$ cat src/rtl/lsu_if.sv
// Core-side request/response and data-memory port signals of the load/store unit.
interface lsu_if;
  logic        req;
  logic        is_store;
  logic [2:0]  funct3;
  logic [31:0] addr;
  logic [31:0] st_dat;
  logic        busy;
  logic        done;
  logic        err;
  logic [31:0] ld_dat;
  logic [31:0] m_addr;
  logic [31:0] m_w_dat;
  logic [2:0]  m_dat_op;
  logic        m_read;
  logic        m_write;
  logic [31:0] m_r_dat;

  modport slave (
    input  req, is_store, funct3, addr, st_dat, m_r_dat,
    output busy, done, err, ld_dat, m_addr, m_w_dat, m_dat_op, m_read, m_write
  );

  modport master (
    output req, is_store, funct3, addr, st_dat, m_r_dat,
    input  busy, done, err, ld_dat, m_addr, m_w_dat, m_dat_op, m_read, m_write
  );
endinterface

$ cat src/rtl/lsu.sv
// RV32I load/store unit: turns byte/half/word requests into word-aligned word
// accesses, extending sub-word loads and doing sub-word stores as read-modify-write.
module lsu (
  input  logic   clk,
  input  logic   rst,
  lsu_if.slave   bus
);

  typedef enum logic [2:0] {
    IDLE,
    ACC,
    LDRET,
    MERGE,
    DONE
  } state_t;

  state_t      state;
  logic [31:0] addr_q;
  logic [2:0]  f3_q;
  logic [31:0] st_q;
  logic        st_is_q;
  logic        busy_q;
  logic        done_q;
  logic        err_q;
  logic [31:0] ld_q;

  logic        req_ok;
  logic        is_sw;
  logic        m_read;
  logic        m_write;
  logic [31:0] m_w_dat;
  logic [31:0] merged;

  function automatic logic [31:0] extract(input logic [31:0] w, input logic [2:0] f3,
                                          input logic [1:0] a);
    logic [7:0]  b;
    logic [15:0] h;
    logic [31:0] r;
    case (a)
      2'd0:    b = w[7:0];
      2'd1:    b = w[15:8];
      2'd2:    b = w[23:16];
      default: b = w[31:24];
    endcase
    h = a[1] ? w[31:16] : w[15:0];
    case (f3)
      3'b000:  r = {{24{b[7]}}, b};
      3'b100:  r = {24'h0, b};
      3'b001:  r = {{16{h[15]}}, h};
      3'b101:  r = {16'h0, h};
      default: r = w;
    endcase
    return r;
  endfunction

  // Width code legality first, then natural alignment for halves and words.
  always_comb begin
    req_ok = 1'b1;
    if (bus.is_store) begin
      if (bus.funct3[2] || (bus.funct3[1:0] == 2'b11)) req_ok = 1'b0;
    end else begin
      if ((bus.funct3 == 3'b011) || (bus.funct3[2:1] == 2'b11)) req_ok = 1'b0;
    end
    if ((bus.funct3[1:0] == 2'b01) && bus.addr[0]) req_ok = 1'b0;
    if ((bus.funct3[1:0] == 2'b10) && (bus.addr[1:0] != 2'b00)) req_ok = 1'b0;
  end

  assign is_sw = st_is_q && (f3_q == 3'b010);

  always_comb begin
    merged = bus.m_r_dat;
    if (f3_q[0]) begin
      if (addr_q[1]) merged[31:16] = st_q[15:0];
      else           merged[15:0]  = st_q[15:0];
    end else begin
      case (addr_q[1:0])
        2'd0:    merged[7:0]   = st_q[7:0];
        2'd1:    merged[15:8]  = st_q[7:0];
        2'd2:    merged[23:16] = st_q[7:0];
        default: merged[31:24] = st_q[7:0];
      endcase
    end
  end

  always_comb begin
    m_read  = 1'b0;
    m_write = 1'b0;
    m_w_dat = '0;
    case (state)
      ACC: begin
        if (is_sw) begin
          m_write = 1'b1;
          m_w_dat = st_q;
        end else begin
          m_read = 1'b1;
        end
      end
      MERGE: begin
        m_write = 1'b1;
        m_w_dat = merged;
      end
      default: ;
    endcase
  end

  always_ff @(posedge clk or posedge rst) begin
    if (rst) begin
      state   <= IDLE;
      addr_q  <= '0;
      f3_q    <= '0;
      st_q    <= '0;
      st_is_q <= 1'b0;
      busy_q  <= 1'b0;
      done_q  <= 1'b0;
      err_q   <= 1'b0;
      ld_q    <= '0;
    end else begin
      done_q <= 1'b0;
      err_q  <= 1'b0;
      case (state)
        IDLE: begin
          if (bus.req) begin
            addr_q  <= bus.addr;
            f3_q    <= bus.funct3;
            st_q    <= bus.st_dat;
            st_is_q <= bus.is_store;
            busy_q  <= 1'b1;
            if (req_ok) begin
              state <= ACC;
            end else begin
              state  <= DONE;
              done_q <= 1'b1;
              err_q  <= 1'b1;
              if (!bus.is_store) ld_q <= '0;
            end
          end
        end
        ACC: begin
          if (is_sw) begin
            state  <= DONE;
            done_q <= 1'b1;
          end else if (st_is_q) begin
            state <= MERGE;
          end else begin
            state <= LDRET;
          end
        end
        LDRET: begin
          ld_q   <= extract(bus.m_r_dat, f3_q, addr_q[1:0]);
          state  <= DONE;
          done_q <= 1'b1;
        end
        MERGE: begin
          state  <= DONE;
          done_q <= 1'b1;
        end
        DONE: begin
          state  <= IDLE;
          busy_q <= 1'b0;
        end
        default: begin
          state  <= IDLE;
          busy_q <= 1'b0;
        end
      endcase
    end
  end

  assign bus.busy     = busy_q;
  assign bus.done     = done_q;
  assign bus.err      = err_q;
  assign bus.ld_dat   = ld_q;
  assign bus.m_addr   = {addr_q[31:2], 2'b00};
  assign bus.m_read   = m_read;
  assign bus.m_write  = m_write;
  assign bus.m_w_dat  = m_w_dat;
  assign bus.m_dat_op = (m_read || m_write) ? 3'b010 : 3'b000;

endmodule

$ cat src/flat_wrapper.sv
// flat-port wrapper written by rule: the top's interface ports become plain ports
module lsu_flat 
  (clk, rst, bus_req, bus_is_store, bus_funct3, bus_addr, bus_st_dat, bus_m_r_dat, bus_busy, bus_done, bus_err, bus_ld_dat, bus_m_addr, bus_m_w_dat, bus_m_dat_op, bus_m_read, bus_m_write);
  lsu_if bus_i ();
  input  logic clk;
  input  logic rst;
  input wire logic [$bits(bus_i.req)-1:0] bus_req;
  input wire logic [$bits(bus_i.is_store)-1:0] bus_is_store;
  input wire logic [$bits(bus_i.funct3)-1:0] bus_funct3;
  input wire logic [$bits(bus_i.addr)-1:0] bus_addr;
  input wire logic [$bits(bus_i.st_dat)-1:0] bus_st_dat;
  input wire logic [$bits(bus_i.m_r_dat)-1:0] bus_m_r_dat;
  output wire logic [$bits(bus_i.busy)-1:0] bus_busy;
  output wire logic [$bits(bus_i.done)-1:0] bus_done;
  output wire logic [$bits(bus_i.err)-1:0] bus_err;
  output wire logic [$bits(bus_i.ld_dat)-1:0] bus_ld_dat;
  output wire logic [$bits(bus_i.m_addr)-1:0] bus_m_addr;
  output wire logic [$bits(bus_i.m_w_dat)-1:0] bus_m_w_dat;
  output wire logic [$bits(bus_i.m_dat_op)-1:0] bus_m_dat_op;
  output wire logic [$bits(bus_i.m_read)-1:0] bus_m_read;
  output wire logic [$bits(bus_i.m_write)-1:0] bus_m_write;
  assign bus_i.req = bus_req;
  assign bus_i.is_store = bus_is_store;
  assign bus_i.funct3 = bus_funct3;
  assign bus_i.addr = bus_addr;
  assign bus_i.st_dat = bus_st_dat;
  assign bus_i.m_r_dat = bus_m_r_dat;
  assign bus_busy = bus_i.busy;
  assign bus_done = bus_i.done;
  assign bus_err = bus_i.err;
  assign bus_ld_dat = bus_i.ld_dat;
  assign bus_m_addr = bus_i.m_addr;
  assign bus_m_w_dat = bus_i.m_w_dat;
  assign bus_m_dat_op = bus_i.m_dat_op;
  assign bus_m_read = bus_i.m_read;
  assign bus_m_write = bus_i.m_write;
  lsu u_core (.clk(clk), .rst(rst), .bus(bus_i));
endmodule
$ cat config.mk
export PLATFORM = sky130hd
export DESIGN_NAME = lsu_flat
export DESIGN_NICKNAME = d
export VERILOG_FILES = /design/src/rtl/lsu_if.sv /design/src/rtl/lsu.sv /design/src/flat_wrapper.sv
export SDC_FILE = /design/constraint.sdc
export NUM_CORES = 1
export LEC_CHECK = 0
export BUFFER_PORTS_ARGS = -buffer_cell sky130_fd_sc_hd__buf_2
export CAP_MARGIN = 20
export CORE_UTILIZATION = 45
export CTS_BUF_LIST = sky130_fd_sc_hd__clkbuf_8 sky130_fd_sc_hd__clkbuf_16
export DETAILED_ROUTE_END_ITERATION = 8
export GPL_TIMING_DRIVEN = 0
export PLACE_DENSITY = 0.74
export SLEW_MARGIN = 20
export SYNTH_ARGS = -nofsm -noshare
export SYNTH_HDL_FRONTEND = slang
export SYNTH_SLANG_ARGS = --single-unit
$ cat constraint.sdc
create_clock -name clk -period 3.7 [get_ports clk]
set_input_delay 0.185 -clock clk [delete_from_list [all_inputs] [get_ports clk]]
set_output_delay 0.185 -clock clk [all_outputs]
set_load 0.005 [all_outputs]
* Word-level counts from Yosys, hierarchy flattened *
Index checks and enable logic that the tools add are counted.

cells by class
  equality and inequality tests = 17
  muxes and demuxes = 37
  bitwise logic cells = 1
  reduce and logical (&&, ||, !) cells = 17

operator list
  operator              number
  $mux W32              5
  $pmux W32 S2          2
  $pmux W32 S4          1
  $mux W16              3
  $mux W8               4
  $pmux W8 S3           1
  $mux W1               13
  $eq A3 B2 Y1 const B  4
  $mux W3               3
  $pmux W3 S3           1
  $eq A2 B2 Y1 const B  4
  $eq A3 B1 Y1 const B  2
  $eq A3 B3 Y1 const B  2
  $logic_not A3 Y1      2
  $ne A2 B2 Y1 const B  3
  $reduce_or A3 Y1      2
  $eq A2 B1 Y1 const B  2
  $pmux W1 S2           2
  $reduce_and A2 Y1     2
  $reduce_and A4 Y1     1
  $reduce_bool A2 Y1    2
  $logic_and A1 B1 Y1   3
  $logic_or A1 B1 Y1    3
  $pmux W1 S3           1
  4 further kinds       4

word-level totals
  bits in registers = 106
  output and inout port bits = 104
  logic and storage cells = 81

* Logic depth before layout (Yosys ltp) *
  depth in word-level cells = 9
  mapped depth = 7
  gate-level depth less buffers = 4

* Least setup slack after synthesis *
Ideal clock, no wire load.

  path kind = register -> output
  start point = register u_core.f3_q[1]
  end point = output bus_m_w_dat[0]
  arrival = 1,501 ps
  required time = 3,515 ps
  slack = 2,014 ps
  stages on the path, launching flop included = 7
  path through = dfrtp_1 buf_2 and4bb_1 and3_1 buf_2 a31o_2 a22o_1

between the ends
  word-level cells in the longest chain between the ends = 4

RTL lines
  item                    line                RTL
  from (decl)             lsu.sv:19           logic [2:0] f3_q;
  from (signal assigned)  lsu.sv:124          f3_q <= bus.funct3;
  $eq A3 B2 Y1            lsu.sv:68           assign is_sw = st_is_q && (f3_q == 3'b010);
  $logic_and A1 B1 Y1     lsu.sv:68
  $mux W32                lsu.sv:91           if (is_sw) begin
  $pmux W32 S2            lsu.sv:89           case (state)
  to (decl)               flat_wrapper.sv:18  output wire logic [$bits(bus_i.m_w_dat)-1:0] bus_m_w_dat;

Every way passes these cells.

* Worst setup path in the final report *
  start point = register u_core.f3_q[0]
  end point = output bus_m_w_dat[31]

between the ends
  word-level cells in the longest chain between the ends = 4

RTL lines
  item                 line
  $eq A3 B2 Y1         lsu.sv:68
  $logic_and A1 B1 Y1  lsu.sv:68
  $mux W32             lsu.sv:91
  $pmux W32 S2 *       lsu.sv:89

Every way passes the cells marked *; elsewhere a longest branch is shown, timed or not.

==> impl_metrics.yaml <==
cts:
  clock_latency_ps: 350
  post_cts_buffers: 0
  htree_levels: 3
  cts_buffers: 9
  cts_resized: 0
  cts_root_buf: "clkbuf_16"
  clk_pin_slew_worst_paths_ps: 70
  cts_buffer_depth: 2
  postCtsHoldBufs: 1
  cts_num_sinks: 106
  tritoncts: "built"
timing:
  period_share: 0.6844
  hold_ws_ps: 21.00
  setup_viol: 0
  setup_tns_ps: 0
  maxSlewViolCount: 0
  finalCriticalPeriod_ps: 2532
  rsz0062_at_grt: "no"
  clock_skew_ps: 7.461
  max_freq_mhz: 394.9
  worst_slew_margin_rel: 0.5944
  hold_violations: 0
  worst_slew_pin_slew_ps: 608.4
global_routing:
  grt_pass1_vias: 4958
  grt_antenna_before_repair: 0
  gr-total-overflow: 0
  grt_pass1_wl_um: 26490
  grt.total_usage: 0.2725
  grt_max_degree: 55
route:
  vias: 5246
  drtIter0Drc: 394
  drt-total-wl_um: 16880
  routed_via_density: 5.397
  dr.pass1.iters: 7
  drc: 1
  antenna_left: 0
  wl_per_cell_um: 17.36
setup_path:
  critPathMaxStageDelay_ps: 380
  critPathCapture: "bus_m_w_dat[31]"
  cp_num_cells: 8
  cp_cell_sequence: "buf_2 > and4bb_1 > and3_1 > buf_2 > buf_2 > nand2_1 > o21ai_0 > buf_2"
  worst-setup-path-type: "flip-flop to output port"
  start_kind: "flip-flop"
  critical_path_required_ps: 3510
  arrival_ps: 2350
  cp-startpoint: "u_core.f3_q[0]"
  crit_path_top_delay_cell: "and4bb_1"
  cpMostUsedCell: "buf_2"
  rr_startpoint: "u_core.state[2]"
  r2r.worst_path.cells: 5
  crit_path_max_fanout: 10
  end_kind: "output port"
  cp_top_family: "buffers and inverters"
  crit_buf_inv: 4
  r2r_setup_slack_ps: 1760
  reg2reg_to: "u_core.bus.ld_dat[17]"
outcome:
  violations: "DRC"
  status: "complete, but fails checks"
power:
  p_per_area_nw_per_um2: 753.4
  power.leakage_nw: 3.977
  ir_drop_uv: 322.5
  power.total_w: 0.005314
synth:
  synth_common_cells: "195 x nand2_1, 106 x dfrtp_1, 37 x o21ai_0"
  synth_cell_types: 54
  synthArstFlopShare: 1.000
  synth.ff_latch_count: 106
  syn_area_per_cell_um2: 9.151
  synth_warnings: 0
  synth.top_cell.area_share: 0.4807
  synthTopCellsByArea: "dfrtp_1 48%, nand2_1 13%, buf_4 4.9%"
  synth_most_common_cell: "nand2_1"
  netlist.top_cell.by_area: "dfrtp_1"
  yosysSeqAreaShare: 0.4807
  synth_edf_count: 0
  syn_area_um2: 5518
  synth_cells: 603
  ys.flop_type: "dfrtp_1"
final_layout:
  area_delta_synth_final_pct: 27.82
  regArea_um2: 2653
  drive_above_1_share: 0.3600
  post-route-util: 0.5896
  n_antenna_cell: 0
  multi_input_area_um2: 2377
  final_net_count: 924
  fillers: 1081
run:
  drv_cap: 0
die:
  initial_core_util: 0.4613
  core.rowCount: 40
  io_pins: 207
  dieArea_um2: 12710
  floorplan.die.width_um: 112.7
  dieHeight_um: 112.7
  core_area_um2: 11960
placed_design:
  gp_congestion: 0.9249
  portBuffers: 202
  dpl.hpwl_um: 13170
worst_hold_path:
  min_path_type: "primary input to flip-flop"
[stage by stage]
| stage | cell area, um2 | setup slack (ps) | cells |
|---|---|---|---|
| global route | 7053 | 988.4 | 972 |
| global placement | 6724 | -465.7 | 955 |
| CTS | 7053 | 1207 | 972 |
| finish | 7053 | 1168 | 972 |
| detailed placement | 6756 | 1599 | 956 |
| floorplan | 5529 | 726.1 | 606 |
[logic make-up (layout without fill, tap and decap cells)]
kind of cell / after synthesis / count (layout) / share of synthesized area
AND/OR/NAND/NOR: 240 / 240 / 0.1898
AO/OA/AOI/OAI: 151 / 151 / 0.1977
flip-flops: 106 / 106 / 0.4807
buffers and inverters: 85 / 304 / 0.09048
multiplexers: 20 / 20 / 0.04059
other: 1 / 4 / 0.0006796
[cell usage in the layout, fill, tap and decap left out, types with 2 or more instances in the layout]
cell       Yosys  layout
clkinv_1       2       2
nand3_1        6       6
a221o_1       14      14
a221o_2        2       2
dfrtp_1      106     106
o22ai_1        8       8
inv_1         12      13
buf_4         36      36
clkinv_2       0       2
a21o_1        13      13
buf_6          3       3
nand2_1      195     195
clkbuf_16      0       9
a21oi_1       21      21
nand3b_1       2       2
conb_1         1       4
a211o_1        5       5
a21o_2         2       2
nor2b_1        2       2
a221oi_1       8       8
and3b_1        6       6
o21a_1         2       2
clkbuf_1      11      11
a31o_2         2       2
buf_2         18     220
buf_1          3       3
o21ai_1        3       3
or3_1          4       4
a2bb2oi_1      2       2
nand2b_1       3       3
o32ai_1        7       7
o21ai_0       37      37
mux2i_1       10      10
a31oi_1        2       2
a22o_1        16      16
nor2_1        11      11
mux2_2         9       9
[layout make-up]
cell class / instances / area share
flip-flops and latches: 106 / 0.3761
clock inverters: 5 / 0.006741
inverters: 14 / 0.008160
multi-input cells: 415 / 0.3371
clock buffers: 10 / 0.03388
repair buffers: 204 / 0.1487
plain buffers: 71 / 0.06333
well taps: 147 / 0.02608
[flip-flops by register name, summed over array words and instances (netlist names)]
register	count
u_core.addr_q	32
u_core.bus.done	1
u_core.st_q	32
u_core.state	3
u_core.bus.ld_dat	32
u_core.bus.err	1
u_core.f3_q	3
u_core.bus.busy	1
u_core.st_is_q	1
[report_power, final]
group	internal, W	total, W	switching, W
Clock	0.000532	0.000939	0.000407
Combinational	0.00109	0.00235	0.00127
Sequential	0.00167	0.00202	0.000350
[worst min-delay path by stage]
stage | from | slack [ps] | endpoint | cells past startpoint
after floorplan | bus_addr[0] | 290 | u_core.addr_q[0] | 2
after global placement | bus_addr[18] | 380 | u_core.addr_q[18] | 3
after detailed placement | rst | 270 | u_core.addr_q[14] | 2
after CTS | bus_addr[18] | 10 | u_core.addr_q[18] | 3
after global routing | bus_addr[28] | 20 | u_core.addr_q[28] | 3
final | bus_addr[4] | 20 | u_core.addr_q[4] | 3
[layer usage]
metal / GRT usage / vias to the layer above / routed length [um]
met2: 0.4070 / 217 / 7532
met4: 0.1040 / 0 / 408
met1: 0.3938 / 2511 / 7953
met5: 0 / - / 0
met3: 0.05088 / 28 / 983
li1: - / 2490 / -
[worst register-to-register path, delay by kind of cell, from the launching register on]
kind,cells,cell delay [ps]
AO/OA/AOI/OAI,1,190
buffers and inverters,1,310
flip-flops,1,480
AND/OR/NAND/NOR,3,890
No activity file was read; power rests on OpenSTA's default activity.
